$ cat src/rtl/mem_bus_arbiter.sv
// -----------------------------------------------------------------------------
// mem_bus_arbiter
//
// Shares one memory bus between the data (load/store) requester on port 0 and
// the sequencer fetch requester on port 1. A granted request is registered onto
// the memory bus and held there until the memory answers. The response is then
// returned to the winning port with a single-cycle ready pulse. A watchdog
// forces completion of a memory transaction that never answers.
//
// Optional feature: define MEM_ARB_ROUND_ROBIN_EN to give simultaneous requests
// to the port that did not win the previous grant. When it is undefined, port 0
// always wins a tie.
//
// Parameters
//   TIMEOUT_CYCLES  memory wait cycles before forced completion (2..65535)
//   TIMEOUT_DATA    read data returned on a timed-out transaction
//
// Ports
//   clk_i, rst_ni          clock, synchronous active-low reset
//   d_*                    port 0 (data requester): valid, instr, addr,
//                          write_data, wstrb in; ready, read_data out
//   i_*                    port 1 (fetch requester): same fields as d_*
//   mem_*                  shared memory bus: valid, instr, addr, write_data,
//                          wstrb out; ready, read_data in
//   grant_o                one-hot owner of the current transaction, 0 if idle
//   busy_o                 high whenever the FSM is not idle
//   timeout_o              sticky watchdog flag, cleared only by reset
// -----------------------------------------------------------------------------
module mem_bus_arbiter #(
  parameter int unsigned TIMEOUT_CYCLES = 64,
  parameter logic [31:0] TIMEOUT_DATA   = 32'hDEAD_BEEF
) (
  input  logic        clk_i,
  input  logic        rst_ni,
  // port 0: data requester
  input  logic        d_valid,
  input  logic        d_instr,
  input  logic [31:0] d_addr,
  input  logic [31:0] d_write_data,
  input  logic [3:0]  d_wstrb,
  output logic        d_ready,
  output logic [31:0] d_read_data,
  // port 1: fetch requester
  input  logic        i_valid,
  input  logic        i_instr,
  input  logic [31:0] i_addr,
  input  logic [31:0] i_write_data,
  input  logic [3:0]  i_wstrb,
  output logic        i_ready,
  output logic [31:0] i_read_data,
  // shared memory bus
  output logic        mem_valid,
  output logic        mem_instr,
  output logic [31:0] mem_addr,
  output logic [31:0] mem_write_data,
  output logic [3:0]  mem_wstrb,
  input  logic        mem_ready,
  input  logic [31:0] mem_read_data,
  // status
  output logic [1:0]  grant_o,
  output logic        busy_o,
  output logic        timeout_o
);

  localparam logic [1:0] S_IDLE = 2'd0;
  localparam logic [1:0] S_WAIT = 2'd1;
  localparam logic [1:0] S_RESP = 2'd2;

  // Last counter value that is still allowed to wait for memory.
  localparam logic [15:0] CNT_LAST = 16'(TIMEOUT_CYCLES - 1);

  logic [1:0]  state;
  logic        owner;      // 0: port 0 owns the bus, 1: port 1
  logic        lock_d;
  logic        lock_i;
  logic [15:0] wait_cnt;

  logic        elig_d;
  logic        elig_i;
  logic        any_elig;
  logic        win;        // 0: port 0 wins, 1: port 1 wins

  function automatic logic [15:0] sat_inc(input logic [15:0] v);
    return (v == 16'hFFFF) ? v : v + 16'd1;
  endfunction

  assign elig_d   = d_valid && !lock_d;
  assign elig_i   = i_valid && !lock_i;
  assign any_elig = elig_d || elig_i;

`ifdef MEM_ARB_ROUND_ROBIN_EN
  // rr_prio names the port that gets a tie: the loser of the previous grant.
  logic rr_prio;

  always_ff @(posedge clk_i) begin
    if (!rst_ni) begin
      rr_prio <= 1'b0;
    end else if (state == S_IDLE && any_elig) begin
      rr_prio <= ~win;
    end
  end

  assign win = (elig_d && elig_i) ? rr_prio : !elig_d;
`else
  assign win = !elig_d;
`endif

  // The ready pulse is simply the RESP state decoded for the owning port, so a
  // reset (which forces IDLE) can never leave a stray pulse behind.
  assign d_ready = (state == S_RESP) && !owner;
  assign i_ready = (state == S_RESP) &&  owner;
  assign busy_o  = (state != S_IDLE);

  // Control and response path
  always_ff @(posedge clk_i) begin
    if (!rst_ni) begin
      state       <= S_IDLE;
      owner       <= 1'b0;
      lock_d      <= 1'b0;
      lock_i      <= 1'b0;
      wait_cnt    <= 16'd0;
      grant_o     <= 2'b00;
      timeout_o   <= 1'b0;
      mem_valid   <= 1'b0;
      mem_instr   <= 1'b0;
      mem_addr    <= 32'd0;
      mem_wstrb   <= 4'd0;
      d_read_data <= 32'd0;
      i_read_data <= 32'd0;
    end else begin
      // Lockout lasts exactly the one IDLE cycle following a ready pulse.
      lock_d <= 1'b0;
      lock_i <= 1'b0;
      case (state)
        S_IDLE: begin
          if (any_elig) begin
            owner     <= win;
            grant_o   <= win ? 2'b10 : 2'b01;
            mem_valid <= 1'b1;
            mem_instr <= win ? i_instr : d_instr;
            mem_addr  <= win ? i_addr  : d_addr;
            mem_wstrb <= win ? i_wstrb : d_wstrb;
            wait_cnt  <= 16'd0;
            state     <= S_WAIT;
          end
        end
        S_WAIT: begin
          if (mem_ready) begin
            if (owner) i_read_data <= mem_read_data;
            else       d_read_data <= mem_read_data;
            mem_valid <= 1'b0;
            state     <= S_RESP;
          end else if (wait_cnt == CNT_LAST) begin
            if (owner) i_read_data <= TIMEOUT_DATA;
            else       d_read_data <= TIMEOUT_DATA;
            timeout_o <= 1'b1;
            mem_valid <= 1'b0;
            state     <= S_RESP;
          end else begin
            wait_cnt <= sat_inc(wait_cnt);
          end
        end
        S_RESP: begin
          if (owner) lock_i <= 1'b1;
          else       lock_d <= 1'b1;
          grant_o <= 2'b00;
          state   <= S_IDLE;
        end
        default: begin
          state <= S_IDLE;
        end
      endcase
    end
  end

  // Write data carries no reset; it is only meaningful while mem_valid is set.
  always_ff @(posedge clk_i) begin
    if (state == S_IDLE && any_elig) begin
      mem_write_data <= win ? i_write_data : d_write_data;
    end
  end

endmodule

$ cat config.mk
export PLATFORM = sky130hd
export DESIGN_NAME = mem_bus_arbiter
export DESIGN_NICKNAME = d
export VERILOG_FILES = /design/src/rtl/mem_bus_arbiter.sv
export SDC_FILE = /design/constraint.sdc
export NUM_CORES = 1
export LEC_CHECK = 0
export BUFFER_PORTS_ARGS = -buffer_cell sky130_fd_sc_hd__buf_4
export CAP_MARGIN = 30
export CORE_MARGIN = 5
export CORE_UTILIZATION = 47
export CTS_CLUSTER_DIAMETER = 200
export DETAILED_ROUTE_END_ITERATION = 10
export GPL_TIMING_DRIVEN = 0
export PLACE_DENSITY = 0.9
export SYNTH_ARGS = -nofsm -noshare
export SYNTH_HDL_FRONTEND = slang
export SYNTH_SLANG_ARGS = --single-unit
$ cat constraint.sdc
create_clock -name clk_i -period 3.42 [get_ports clk_i]
set_input_delay 0.342 -clock clk_i [delete_from_list [all_inputs] [get_ports clk_i]]
set_output_delay 0.342 -clock clk_i [all_outputs]
set_load 0.005 [all_outputs]
==> results.yml, run 1 <==
min_path:
  hold_path_class: "in -> reg"
detailed_routing:
  drt_pass1_iterations: 5
  wire_per_inst_microns: 19.6
  drt_wl_total_microns: 22200
  drcViolationCount: 0
  starting_drc_count_in_detailed_routing: 610
  ant_nets: 0
  viasPerCell: 5.66
  route.vias.total: 6416
clock_network:
  clock_latency_ps: 430
  cts_sinks: 158
  cts_root_buf: "sky130_fd_sc_hd__clkbuf_16"
  cts_max_level: 4
  hold_buffer_count_at_cts: 0
  cts_made_buffers: 17
  clkTransAtPathRegs_ps: 60
  buffers_from_clock_root_to_sink_at_most: 2
  postcts_resize_cnt: 0
  cts_setup_buffers: 0
  cts_tree: "yes"
run:
  cap_violations: 0
sta:
  worst-slew-pin-transition_ps: 928
  slew_headroom: 0.380
  setup-tns-final_ps: 0
  unrepaired_setup_endpoints_after_global_routing: "false"
  max_freq_mhz: 364
  fin_worst_hold_slack_ps: 185
  slew_violations: 0
  min_period_over_period: 0.802
  skew_ps: 10.6
  hold_viol: 0
  finalWorstPathRequiredPeriod_ps: 2740
  final-setup-viol-count: 0
synthesis:
  synth.yosys.warnings: 0
  postSynthRegisterBits: 158
  netlist_instances: 607
  synth.cell_area_sq_mm: 0.00678
  synthFlopType: "sky130_fd_sc_hd__dfxtp_1"
  synth-async-reset-ratio: 0
  ys_seq_area_frac: 0.514
  syn_area_per_cell_sq_um: 11.2
  synth-edff-count: 32
  synth_cell_type_count: 57
  synthesis.nets: 783
placement:
  placed_cells_incl_taps: 1102
  gpl.final_weighted_congestion: 0.920
  detailed_place.area_sq_mm: 0.00938
  dp_hpwl_microns: 16900
  port_buffers: 314
power_and_ir_drop:
  total_power_w: 0.00474
  peakVddDrop_uv: 461
  total_leakage_power_nw: 4.67
  powerDensity_mw_per_mm2: 476
floorplan:
  ios: 315
  coreArea_sq_mm: 0.0140
  die_width_microns: 130
  fp.dieH_microns: 130
  initial_utilization: 0.485
  rows: 43
  floorplan.die_area_sq_mm: 0.0169
global_routing:
  maximum_number_of_pins_on_one_net_before_global_route_repair: 30
  overflow: 0
  first_global_vias: 6558
  grt_antenna_before_repair: 0
  grt_pass1_wl_microns: 34100
  groute.usage.overall: 0.255
finish:
  n_antenna_cell: 0
  nNetsFinal: 1117
  layout_commonest_cell: "sky130_fd_sc_hd__buf_4"
  final_design_area_no_fill_sq_mm: 0.00994
  post_route_cells_drive_above_1_share: 0.446
  most-common-layout-cells: "sky130_fd_sc_hd__buf_4, sky130_fd_sc_hd__dfxtp_1, sky130_fd_sc_hd__nand2_1"
  stdcell_count: 1133
  area_delta_synth_final_pct: 46.6
critical_path:
  cp_max_fo: 10
  crit_path_required_time_ps: 3680
  worstSetupStartpointType: "register"
  worst-setup-path-type: "reg -> reg"
  arrival_ps: 3000
  timing.critical_path.to_type: "register"
run_status:
  outcome: "complete, no violations"
-- per-stage QoR --
step                setup slack, ps   util
CTS                             690  0.711
global placement               -388  0.669
floorplan                       657      -
global route                    511  0.711
detailed placement              642  0.671
finish                          676  0.711
-- worst paths after layout --
| path | start | end | slack (ps) | cells past startpoint |
|---|---|---|---|---|
| max reg2reg | state[0]$_SDFFE_PN0P_ | wait_cnt[0]$_SDFFE_PN0P_ | 680 | 4 |
| min reg2reg | d_read_data[30]$_SDFFE_PN0P_ | d_read_data[30]$_SDFFE_PN0P_ | 490 | 2 |
| max | state[0]$_SDFFE_PN0P_ | wait_cnt[0]$_SDFFE_PN0P_ | 680 | 4 |
| min | mem_read_data[28] | i_read_data[28]$_SDFFE_PN0P_ | 190 | 2 |
-- power breakdown --
group          switching [W]  internal (W)
Sequential         0.0000683       0.00205
Clock               0.000799       0.00101
Combinational       0.000362      0.000445
Total                0.00123       0.00351
-- cell families after synthesis --
group / Yosys count / share of synthesized area
compound gates: 143 / 0.198
flops: 158 / 0.514
buf+inv: 63 / 0.0471
simple gates: 171 / 0.128
mux: 71 / 0.111
fa+ha+maj: 1 / 0.00185
-- registers in the layout, indices dropped and copies added (netlist names) --
| signal | flops |
|---|---|
| d_read_data | 32 |
| mem_wstrb | 4 |
| timeout_o | 1 |
| mem_valid | 1 |
| mem_instr | 1 |
| lock_i | 1 |
| state | 2 |
| wait_cnt | 16 |
| mem_addr | 32 |
| grant_o | 2 |
| i_read_data | 32 |
| lock_d | 1 |
| mem_write_data | 32 |
| owner | 1 |
-- layer usage --
layer  track usage  vias up  routed length, microns  part of all wire
met5             0        -                       0                 0
li1              -     2973                       -                 -
met2         0.446      343                   11300              0.51
met1         0.290     3047                    7900              0.36
met4         0.103        0                     639             0.029
met3        0.0774       53                    2370              0.11
-- synth_stat cells, types with 7 or more instances --
master	count	area, sq um
sky130_fd_sc_hd__nor2b_1	11	68.8
sky130_fd_sc_hd__and2_1	11	68.8
sky130_fd_sc_hd__a32oi_1	9	78.8
sky130_fd_sc_hd__nand2_1	66	248
sky130_fd_sc_hd__dfxtp_1	126	2520
sky130_fd_sc_hd__and3_1	7	43.8
sky130_fd_sc_hd__o221a_1	19	214
sky130_fd_sc_hd__inv_1	10	37.5
sky130_fd_sc_hd__o221a_2	27	304
sky130_fd_sc_hd__nor2_1	17	63.8
sky130_fd_sc_hd__clkbuf_1	39	146
sky130_fd_sc_hd__nand2b_1	7	43.8
sky130_fd_sc_hd__mux2_2	32	360
sky130_fd_sc_hd__o211a_1	39	390
sky130_fd_sc_hd__edfxtp_1	32	961
sky130_fd_sc_hd__nand3_1	19	95.1
sky130_fd_sc_hd__mux2i_1	39	390
sky130_fd_sc_hd__o22ai_1	9	56.3
-- critical path: stages, from the launching register on --
cell and delay [ps]:
sky130_fd_sc_hd__dfxtp_1 450, sky130_fd_sc_hd__nor3b_1 790, sky130_fd_sc_hd__nand2_1 460, sky130_fd_sc_hd__nor2_1 670
sky130_fd_sc_hd__o22ai_1 210
-- final cells by class --
type                       instances  area (sq um)
buffer                            52           279
clock buffer                      17           425
clock inverter                    14           131
fill                            1009          4050
inverter                          11          41.3
multi-input combinational        386          2980
sequential                       158          3480
tap                              180           225
timing repair buffer             315          2380
Note: power is estimated with default switching activity, not from simulation.
==> run 2, diff against run 1 <==
--- a/config.mk
+++ b/config.mk
@@ -8,11 +8,11 @@
 export BUFFER_PORTS_ARGS = -buffer_cell sky130_fd_sc_hd__buf_4
 export CAP_MARGIN = 30
 export CORE_MARGIN = 5
-export CORE_UTILIZATION = 47
+export CORE_UTILIZATION = 42
 export CTS_CLUSTER_DIAMETER = 200
 export DETAILED_ROUTE_END_ITERATION = 10
 export GPL_TIMING_DRIVEN = 0
-export PLACE_DENSITY = 0.9
+export PLACE_DENSITY = 0.86
 export SYNTH_ARGS = -nofsm -noshare
 export SYNTH_HDL_FRONTEND = slang
 export SYNTH_SLANG_ARGS = --single-unit
==> constraint.sdc (replaced) <==
create_clock -name clk_i -period 2.22 [get_ports clk_i]
set_input_delay 0.222 -clock clk_i [delete_from_list [all_inputs] [get_ports clk_i]]
set_output_delay 0.222 -clock clk_i [all_outputs]
set_load 0.005 [all_outputs]
==> run 2 against run 1 <==
  * The flow now finishes with violations (setup timing)
  * Setup slack got worse by 850 ps
  * Critical endpoint is now d_read_data[17]$_SDFFE_PN0P_
  * Non-clock buffer count grew 14
  * Worst hold slack worse by 130 ps
  * Die area rose by 11%
  * Wire length rose by 14%
==> results.yml, run 2 (synthesized netlist as in run 1, its figures left out) <==
sta:
  skew_ps: 9.40
  min_period_over_period: 1.08
  finalWorstPathRequiredPeriod_ps: 2400
  slew_headroom: 0.430
  final.setup.worst_slack_ps: -177
  final-setup-viol-count: 66
  unrepaired_setup_endpoints_after_global_routing: "true"
  hold_viol: 0
  max_freq_mhz: 417
  slew_violations: 0
  worst-slew-pin-transition_ps: 852
finish:
  final_design_area_no_fill_sq_mm: 0.0105
  most-common-layout-cells: "sky130_fd_sc_hd__buf_4, sky130_fd_sc_hd__dfxtp_1, sky130_fd_sc_hd__nand2_1"
  layout_commonest_cell: "sky130_fd_sc_hd__buf_4"
  n_antenna_cell: 0
  area_delta_synth_final_pct: 54.7
  nNetsFinal: 1131
  final_design_utilization: 0.660
  post_route_cells_drive_above_1_share: 0.492
run:
  cap_violations: 0
placement:
  detailed_place.area_sq_mm: 0.00958
  port_buffers: 314
  dp_hpwl_microns: 17800
  gpl.final_weighted_congestion: 0.922
floorplan:
  floorplan.die_area_sq_mm: 0.0188
  rows: 46
  die_width_microns: 137
  initial_utilization: 0.427
  coreArea_sq_mm: 0.0159
  fp.dieH_microns: 137
  ios: 315
clock_network:
  clock_latency_ps: 430
  hold_buffer_count_at_cts: 0
  cts_root_buf: "sky130_fd_sc_hd__clkbuf_16"
  cts_tree: "yes"
  cts_max_level: 4
  cts_sinks: 158
  cts_made_buffers: 17
  buffers_from_clock_root_to_sink_at_most: 2
  clkTransAtPathRegs_ps: 70
critical_path:
  cp_max_fo: 7
  cp_slowest_cell: "sky130_fd_sc_hd__or4_4"
  crit_path_max_incr_delay_ps: 590
  crit_path_frequent_cell: "sky130_fd_sc_hd__or4_4"
  worstPathCellList: "or4_4 -> or4_4 -> a211oi_4 -> buf_6 -> buf_8 -> o22ai_1 -> and2_1"
  timing.critical_path.to_type: "register"
  worst-setup-path-type: "reg -> reg"
  worstSetupStartpointType: "register"
  crit_path_required_time_ps: 2550
  arrival_ps: 2720
power_and_ir_drop:
  powerDensity_mw_per_mm2: 724
  peakVddDrop_uv: 585
  total_leakage_power_nw: 4.97
global_routing:
  groute.usage.overall: 0.255
  overflow: 0
  grt_pass1_wl_microns: 37000
  maximum_number_of_pins_on_one_net_before_global_route_repair: 42
  grt_antenna_before_repair: 0
  first_global_vias: 6705
detailed_routing:
  drt_wl_total_microns: 25400
  wire_per_inst_microns: 21.4
  starting_drc_count_in_detailed_routing: 516
  route.vias.total: 6621
  viasPerCell: 5.59
  drt_pass1_iterations: 5
  drcViolationCount: 0
  ant_nets: 0
min_path:
  hold_path_class: "in -> reg"
run_status:
  violated_checks: "setup timing"
  outcome: "finished with violations"
==> run 2: changes by cell type in the layout (fill, tap and decap cells not counted), moves of 3 or more <==
| cell | previous run | this run |
|---|---|---|
| sky130_fd_sc_hd__o221a_2 | 27 | 5 |
| sky130_fd_sc_hd__o221a_4 | 0 | 22 |
| sky130_fd_sc_hd__buf_4 | 315 | 330 |
| sky130_fd_sc_hd__clkbuf_1 | 38 | 26 |
| sky130_fd_sc_hd__dfxtp_1 | 126 | 117 |
| sky130_fd_sc_hd__clkbuf_2 | 1 | 8 |
| sky130_fd_sc_hd__dfxtp_2 | 0 | 5 |
| sky130_fd_sc_hd__dfxtp_4 | 0 | 4 |
| sky130_fd_sc_hd__nand3_1 | 19 | 16 |
| sky130_fd_sc_hd__nor2_1 | 17 | 14 |
| sky130_fd_sc_hd__o22ai_1 | 9 | 6 |
| sky130_fd_sc_hd__o22ai_2 | 0 | 3 |
==> run 2: path summary, 6_finish.rpt <==
kind	to	depth (start not counted)	from	slack, ps
min	d_read_data[12]$_SDFFE_PN0P_	2	mem_read_data[12]	60
max reg2reg	d_read_data[17]$_SDFFE_PN0P_	7	wait_cnt[12]$_SDFFE_PN0P_	-180
max	d_read_data[17]$_SDFFE_PN0P_	7	wait_cnt[12]$_SDFFE_PN0P_	-180
min reg2reg	mem_wstrb[1]$_SDFFE_PN0P_	1	mem_wstrb[1]$_SDFFE_PN0P_	500
==> run 2: area by class of cell <==
cell class,count,area [sq um]
Buffer,49,298
Clock inverter,14,146
Fill cell,1201,5400
Inverter,11,41.3
Sequential cell,158,3500
Tap cell,216,270
Multi-Input combinational cell,386,3260
Timing Repair Buffer,332,2510
Clock buffer,18,450
==> run 2: timing repair <==
| item | 4_1_cts | 5_1_grt |
|---|---|---|
| pin swaps | 6 | 4 |
| cloned | 1 | 0 |
| buffers inserted | 14 | 4 |
| endpoints found under the setup margin | 146 | 142 |
| resized for setup | 29 | 34 |
==> run 2: metal layers <==
layer | vias up | global-route usage | routed length (microns)
met5 | - | 0 | 0
li1 | 3036 | - | -
met1 | 3191 | 0.287 | 9250
met3 | 61 | 0.0643 | 2130
met4 | 0 | 0.115 | 823
met2 | 333 | 0.454 | 13200
==> run 2: through the flow <==
step                      hold slack [ps]  setup TNS (ps)  power [W]  setup WS (ps)  instances
after floorplan                       392           -2780    0.00385           -105        607
after global placement                456          -56730    0.00457           -702       1137
after detailed placement              463          -57060    0.00461           -705       1137
after CTS                            53.6           -2770    0.00757           -113       1182
after global routing                 48.7           -9380    0.00787           -208       1184
final                                60.1           -6450    0.00759           -177       1184
==> run 2: power breakdown <==
| group | internal (W) | switching [W] | total, W |
|---|---|---|---|
| clock | 0.00165 | 0.00131 | 0.00297 |
| sequential | 0.00315 | 0.000117 | 0.00327 |
| combinational | 0.000745 | 0.000613 | 0.00136 |
==> run 2: worst max-delay path, delay by kind of cell (launching register included) <==
kind	cells	cell delay, ps
AO/OA/AOI/OAI	2	360
AND/OR/NAND/NOR	3	1320
buffers and inverters	2	260
flip-flops	1	350
==> run 3, diff against run 2 <==
==> constraint.sdc (replaced) <==
create_clock -name clk_i -period 2.1 [get_ports clk_i]
set_input_delay 0.21 -clock clk_i [delete_from_list [all_inputs] [get_ports clk_i]]
set_output_delay 0.21 -clock clk_i [all_outputs]
set_load 0.005 [all_outputs]
==> run 3 against run 2 <==
  * The flow still finishes with violations (setup timing)
  * Wire length down 0.43%
  * Worst hold slack gained 3.9 ps
  * Via count down 1.1%
  * First-iteration DRC count rose by 12%
  * Critical path type unchanged
  * Critical endpoint is now d_read_data[20]$_SDFFE_PN0P_
  * Largest power group unchanged
==> results.yml, run 3 (synthesized netlist as in run 1, its figures left out) <==
detailed_routing:
  drt_pass1_iterations: 5
  ant_nets: 0
  route.vias.total: 6546
  drt_wl_total_microns: 25200
  drcViolationCount: 0
  starting_drc_count_in_detailed_routing: 577
  wire_per_inst_microns: 21.3
  viasPerCell: 5.53
sta:
  fin_worst_hold_slack_ps: 64.0
  skew_ps: 7.17
  min_period_over_period: 1.12
  hold_viol: 0
  final-setup-viol-count: 75
  setup-tns-final_ps: -11800
  slew_headroom: 0.414
  worst-slew-pin-transition_ps: 876
  max_freq_mhz: 425
  unrepaired_setup_endpoints_after_global_routing: "true"
  slew_violations: 0
  finalWorstPathRequiredPeriod_ps: 2350
  final.setup.worst_slack_ps: -251
finish:
  most-common-layout-cells: "sky130_fd_sc_hd__buf_4, sky130_fd_sc_hd__dfxtp_1, sky130_fd_sc_hd__nand2_1"
  n_antenna_cell: 0
  stdcell_count: 1184
  layout_commonest_cell: "sky130_fd_sc_hd__buf_4"
  nNetsFinal: 1131
  final_design_area_no_fill_sq_mm: 0.0106
  post_route_cells_drive_above_1_share: 0.490
  area_delta_synth_final_pct: 55.9
floorplan:
  fp.dieH_microns: 137
  die_width_microns: 137
  ios: 315
  coreArea_sq_mm: 0.0159
  floorplan.die_area_sq_mm: 0.0188
  rows: 46
  initial_utilization: 0.427
critical_path:
  worst-setup-path-type: "reg -> reg"
  timing.critical_path.to_type: "register"
  crit_path_required_time_ps: 2410
  worstSetupStartpointType: "register"
  arrival_ps: 2660
  cp_max_fo: 7
run_status:
  violated_checks: "setup timing"
  outcome: "finished with violations"
global_routing:
  grt_pass1_wl_microns: 35400
  first_global_vias: 6349
  maximum_number_of_pins_on_one_net_before_global_route_repair: 42
  overflow: 0
  grt_antenna_before_repair: 0
  groute.usage.overall: 0.245
clock_network:
  hold_buffer_count_at_cts: 0
  cts_tree: "yes"
  cts_sinks: 158
  cts_made_buffers: 17
  clock_latency_ps: 410
  clkTransAtPathRegs_ps: 70
  cts_max_level: 4
  cts_root_buf: "sky130_fd_sc_hd__clkbuf_16"
  buffers_from_clock_root_to_sink_at_most: 2
power_and_ir_drop:
  total_leakage_power_nw: 4.99
  peakVddDrop_uv: 560
  powerDensity_mw_per_mm2: 776
placement:
  placed_cells_incl_taps: 1137
  dp_hpwl_microns: 18800
  port_buffers: 314
  gpl.final_weighted_congestion: 0.859
  detailedPlace.worstSlack_ps: -640
  detailed_place.area_sq_mm: 0.00958
min_path:
  hold_path_class: "in -> reg"
run:
  cap_violations: 0
==> run 3: changes by cell type in the layout (fill, tap and decap cells not counted), sizes merged <==
| cell | previous run | this run |
|---|---|---|
| clkinv | 6 | 2 |
| inv | 18 | 19 |
| buf | 346 | 341 |
| clkbuf | 53 | 59 |
| bufinv | 1 | 2 |
| clkinvlp | 0 | 1 |
==> run 3: through the flow <==
step                 util  power, W
floorplan               -   0.00407
global placement    0.603   0.00485
detailed placement  0.603   0.00489
CTS                 0.660   0.00822
global route        0.665   0.00847
finish              0.665   0.00821
==> run 3: where the power goes <==
| part | internal, W | leakage (nW) | switching (W) |
|---|---|---|---|
| sequential | 0.00333 | 1.35 | 0.000121 |
| clock | 0.00195 | 0.313 | 0.00136 |
| combinational | 0.000794 | 3.33 | 0.000656 |
| total | 0.00607 | 4.99 | 0.00214 |
==> run 3: final timing paths <==
check,start,endpoint,slack [ps],cells past startpoint
hold / removal,mem_read_data[18],d_read_data[18]$_SDFFE_PN0P_,60,2
hold reg to reg,d_read_data[30]$_SDFFE_PN0P_,d_read_data[30]$_SDFFE_PN0P_,480,2
setup / recovery,wait_cnt[11]$_SDFFE_PN0P_,d_read_data[20]$_SDFFE_PN0P_,-250,7
setup reg to reg,wait_cnt[11]$_SDFFE_PN0P_,d_read_data[20]$_SDFFE_PN0P_,-250,7
==> run 3: per-layer routing <==
layer  wire length, microns  share of wire  track usage  vias to the layer above
li1                       -              -            -                     3014
met1                   9490           0.38        0.287                     3160
met2                  12900           0.51        0.437                      310
met3                   2040          0.081       0.0566                       62
met4                    807          0.032       0.0848                        0
met5                      0              0            0                        -
==> run 3: repair_timing <==
action | 4_1_cts | 5_1_grt
setup buffers | 14 | 4
cloned | 1 | 3
resized for setup | 44 | 23
hold endpoints to repair | 0 | 0
pin swaps | 9 | 5
endpoints found under the setup margin | 163 | 150
==> run 3: critical path, cell delays in order (launching register included) <==
cell and delay, ps:
sky130_fd_sc_hd__dfxtp_4 370, sky130_fd_sc_hd__or4_4 550, sky130_fd_sc_hd__or4_4 570, sky130_fd_sc_hd__a211oi_4 230
sky130_fd_sc_hd__buf_6 160, sky130_fd_sc_hd__buf_6 120, sky130_fd_sc_hd__o22ai_1 80, sky130_fd_sc_hd__and2_1 150
==> run 3: final cells by class <==
cell class | instances | area, sq um
Fill cell | 1212 | 5320
Sequential cell | 158 | 3500
Multi-Input combinational cell | 386 | 3280
Timing Repair Buffer | 332 | 2550
Clock buffer | 19 | 475
Buffer | 49 | 295
Tap cell | 216 | 270
Clock inverter | 13 | 161
Inverter | 11 | 41.3
